$ cat src/rtl/ex_issue_reg.sv
// Decode->execute issue register: holds one decoded instruction for the alu,
// selects operand B and keeps operands current with writeback forwarding.
module ex_issue_reg #(
  parameter int n = 32
) (
  input  logic         clock,
  input  logic         nReset,
  input  logic         InValid,
  output logic         InReady,
  input  logic [4:0]   Rs1Addr,
  input  logic [4:0]   Rs2Addr,
  input  logic [n-1:0] Rs1Data,
  input  logic [n-1:0] Rs2Data,
  input  logic [n-1:0] Imm,
  input  logic         AluSrcB,
  input  logic [3:0]   AluOpIn,
  input  logic [4:0]   RdAddrIn,
  input  logic         RegWriteIn,
  input  logic         FwdEn,
  input  logic [4:0]   FwdRd,
  input  logic [n-1:0] FwdData,
  input  logic         Flush,
  input  logic         OutReady,
  output logic         OutValid,
  output logic [3:0]   AluOp,
  output logic [n-1:0] A,
  output logic [n-1:0] B,
  output logic [n-1:0] Rs2Val,
  output logic [4:0]   RdAddr,
  output logic         RegWrite
);

  logic         valid_q;
  logic [3:0]   op_q;
  logic [n-1:0] a_q;
  logic [n-1:0] b_q;
  logic [n-1:0] rs2_q;
  logic [4:0]   rd_q;
  logic         we_q;
  logic [4:0]   rs1_idx_q;
  logic [4:0]   rs2_idx_q;
  logic         src_b_q;

  logic         fwd_ok;
  logic         in_hit1;
  logic         in_hit2;
  logic         hold_hit1;
  logic         hold_hit2;
  logic         load;
  logic [n-1:0] op1_in;
  logic [n-1:0] op2_in;

  assign InReady = !valid_q || OutReady;
  assign load    = InValid && InReady && !Flush;

  // x0 is hardwired zero, so a write to it is never forwarded
  assign fwd_ok    = FwdEn && (FwdRd != 5'd0);
  assign in_hit1   = fwd_ok && (FwdRd == Rs1Addr);
  assign in_hit2   = fwd_ok && (FwdRd == Rs2Addr);
  assign hold_hit1 = fwd_ok && (FwdRd == rs1_idx_q);
  assign hold_hit2 = fwd_ok && (FwdRd == rs2_idx_q);

  assign op1_in = in_hit1 ? FwdData : Rs1Data;
  assign op2_in = in_hit2 ? FwdData : Rs2Data;

  always_ff @(posedge clock or negedge nReset) begin
    if (!nReset) begin
      valid_q   <= 1'b0;
      op_q      <= '0;
      a_q       <= '0;
      b_q       <= '0;
      rs2_q     <= '0;
      rd_q      <= '0;
      we_q      <= 1'b0;
      rs1_idx_q <= '0;
      rs2_idx_q <= '0;
      src_b_q   <= 1'b0;
    end else if (load) begin
      valid_q   <= 1'b1;
      op_q      <= AluOpIn;
      a_q       <= op1_in;
      b_q       <= AluSrcB ? Imm : op2_in;
      rs2_q     <= op2_in;
      rd_q      <= RdAddrIn;
      we_q      <= RegWriteIn;
      rs1_idx_q <= Rs1Addr;
      rs2_idx_q <= Rs2Addr;
      src_b_q   <= AluSrcB;
    end else begin
      if (Flush || OutReady)
        valid_q <= 1'b0;
      // keep held operands current while waiting downstream
      if (valid_q && hold_hit1)
        a_q <= FwdData;
      if (valid_q && hold_hit2) begin
        rs2_q <= FwdData;
        if (!src_b_q)
          b_q <= FwdData;
      end
    end
  end

  assign OutValid = valid_q;
  assign AluOp    = op_q;
  assign A        = a_q;
  assign B        = b_q;
  assign Rs2Val   = rs2_q;
  assign RdAddr   = rd_q;
  assign RegWrite = we_q && valid_q;

endmodule

$ cat config.mk
export PLATFORM = sky130hd
export DESIGN_NAME = ex_issue_reg
export DESIGN_NICKNAME = d
export VERILOG_FILES = /design/src/rtl/ex_issue_reg.sv
export SDC_FILE = /design/constraint.sdc
export NUM_CORES = 1
export LEC_CHECK = 0
export CORE_ASPECT_RATIO = 1.25
export CORE_MARGIN = 10
export CORE_UTILIZATION = 40
export CTS_CLUSTER_SIZE = 30
export DETAILED_ROUTE_END_ITERATION = 16
export GPL_TIMING_DRIVEN = 0
export PLACE_DENSITY_LB_ADDON = 0.12
export SLEW_MARGIN = 25
export SYNTH_ARGS = -nofsm -noshare
export SYNTH_HDL_FRONTEND = slang
export SYNTH_SLANG_ARGS = --single-unit
$ cat constraint.sdc
create_clock -name clock -period 3.15 [get_ports clock]
set_clock_uncertainty 0.1 [all_clocks]
set_input_delay 0.63 -clock clock [delete_from_list [all_inputs] [get_ports clock]]
set_output_delay 0.63 -clock clock [all_outputs]
set_load 0.005 [all_outputs]
==> out/results.txt <==
Ports: 268
Slew Viols, Final: 0
EDFF count, synth: 0
crit path DAT: 3.34 ns
Area Overhead vs Synth: 56.1%
WP data required: 3.41 ns
Die Ht: 162 µm
Max Cap Viol: 0
Sink Count: 118
Critical Path Source Type: primary input
vias per cell: 5.36
outcome: finished, final reports clean
Comb power frac: 0.258
register bit total from synthesis: 118
Seq/Total Area, Yosys: 0.456
largest net degree at the start of global routing: 67
routed len/inst: 21.2 µm
mean post-synth cell area: 9.54 µm²
Final #Nets: 1120
Core ar.: 0.0158 mm²
postcts setup bufs: 0
most frequent cells in the layout: clkdlybuf4s50_1, dfrtp_1, inv_1, nand2_1, mux2i_1
Reg clk slew, reported paths: 0.06 ns
vias post-DR: 6347
clk_lat worst skew: 0.42 ns
share of synthesized flip-flops with an asynchronous set or reset: 1.00
ratio of cells with drive above 1 in the final layout: 0.0976
vias in the first global route: 6683
Clock Power Share: 0.405
Pleak: 0.00435 µW
total power per unit cell area: 572 mW/mm²
mapped cell area: 0.00647 mm²
Core Util, Final: 0.641
GRT Total Usage: 0.225
Final Hold Viols: 0
post-DP HPWL: 18.5 mm
CTS tree: done
Crit Path Category: in -> reg
Slew headroom: 0.351
fmax: 324 MHz
sequential share of power: 0.337
initial antenna violation count: 0
Root Driver: clkbuf_16
# hold bufs at CTS: 0
Detailed Routing Iterations Pass 1: 6
post-route insts no fill: 1185
Setup crit end kind: register
synth warn: 0
classification of the worst-slack hold path: in -> async
global-route wire length before repair: 38.1 mm
Routed Antenna Nets: 0
Initial Util: 0.410
RSZ-0062 raised after global routing: yes
1st-iter DRT viols: 445
P_int: 4300 µW
H-tree depth: 4
number of diodes: 0
r2r setup slk: 0.45 ns
commonest non-fill, non-tap cell in the layout: clkdlybuf4s50_1
Max Buffers Root-to-Sink: 2
Synth Instances: 678
total congestion overflow: 0
drt total wl: 25.2 mm
post-synth net total: 838
Core Rows: 51
predominant post-synthesis flop cell: dfrtp_1
Die Area: 0.0217 mm²
switch share: 0.256
Final setup viols: 0
Worst Path Max Fanout: 10
Slew @ Worst Pin: 0.972 ns
Buffers on Ports: 262
total CTS buffers: 17
GP Congestion: 0.824
maximum vdd drop: 0.000352 V
Cell variety after synth: 36
DRC: 0
fin crit share: 0.979
Sw Pwr: 1480 µW
Period minus WS final: 3.08 ns
DP Cell Count: 1153
width of the die: 134 µm
## area by class of cell
| class | count | area, µm² |
|---|---|---|
| Sequential cell | 118 | 2950 |
| Tap cell | 212 | 265 |
| Fill cell | 1394 | 5660 |
| Clock inverter | 12 | 248 |
| Inverter | 97 | 365 |
| Timing Repair Buffer | 263 | 2660 |
| Multi-Input combinational cell | 410 | 2910 |
| Buffer | 53 | 243 |
| Clock buffer | 20 | 457 |
## power by group through the flow
stage | clock network [µW] | registers, µW | logic [µW]
2_1_floorplan | 0 | 1980 | 516
4_1_cts | 2370 | 1950 | 1520
6_report | 2340 | 1950 | 1490
3_3_place_gp | 0 | 1960 | 1490
3_5_place_dp | 0 | 1970 | 1500
5_1_grt | 2440 | 1980 | 1620
## registers in the layout (all words and copies together), names as in the netlist
signal	flops
Rs2Val	32
AluOp	4
we_q	1
rs1_idx_q	5
RdAddr	5
src_b_q	1
B	32
A	32
rs2_idx_q	5
OutValid	1
## final timing paths
kind,depth (start not counted),end,start
setup / recovery,8,B[7]$_DFFE_PN0P_,InValid
hold / removal,1,A[7]$_DFFE_PN0P_,nReset
min in group clock,2,RdAddr[4]$_DFFE_PN0N_,RdAddr[4]$_DFFE_PN0N_
hold reg to reg,2,RdAddr[4]$_DFFE_PN0N_,RdAddr[4]$_DFFE_PN0N_
max in group asynchronous,2,B[22]$_DFFE_PN0P_,nReset
setup reg to reg,8,B[7]$_DFFE_PN0P_,OutValid$_DFFE_PN0P_
## synth_stat cells, types with 2 or more instances
cell type,instances,share of area
xor2_1,10,0.014
a221oi_1,32,0.043
mux2_2,42,0.073
dfrtp_1,118,0.46
nor2_1,38,0.022
buf_1,6,0.0035
inv_1,96,0.056
buf_2,7,0.0054
mux2i_1,64,0.099
nand2_1,95,0.055
nor3_1,2,0.0015
a21oi_1,32,0.025
nand3_1,2,0.0015
nor2b_1,2,0.0019
o21ai_1,2,0.0015
a222oi_1,32,0.050
a31oi_1,32,0.031
clkbuf_1,36,0.021
buf_6,4,0.0070
xnor2_1,10,0.014
## metal layers
metal / vias up / wire length [µm] / global-route usage
li1: 2942 / - / -
met1: 3093 / 9920 / 0.252
met2: 278 / 12700 / 0.389
met3: 34 / 2080 / 0.0815
met4: 0 / 472 / 0.0733
met5: - / 0 / 0
## worst max-delay path: stages
cell             delay [ns]
clkdlybuf4s50_1        0.47
nor2b_1                0.12
buf_2                  0.23
nor3b_1                0.82
clkbuf_1               0.52
a221oi_1               0.18
mux2i_1                0.20
mux2_2                 0.17
## what timing repair did
action | 4_1_cts | 5_1_grt
setup endpoints to repair | 1 | 16
resized for setup | 1 | 9
hold endpoints to repair | 0 | 0
## stage by stage
stage	instance area (µm²)	TNS [ns]	hold WS (ns)	power, µW	setup WS [ns]
after floorplan	6470	0	0.234	2500	0.552
after global placement	9360	-447.53	0.356	3450	-3.63
after detailed placement	9390	-19.00	0.363	3470	-0.355
after CTS	10100	0	0.0318	5830	0.00497
after global routing	10100	-0.00294	0.0416	6050	-0.00294
final	10100	0	0.0159	5780	0.0677
## cell families after synthesis
group,share of synthesized area
AOI/OAI and AO/OA,0.157
xor gates and xnor gates,0.0271
buffers and inverters,0.0930
DFF,0.456
muxes,0.174
and+or+nand+nor,0.0917
(Power assumes the default switching activity.)
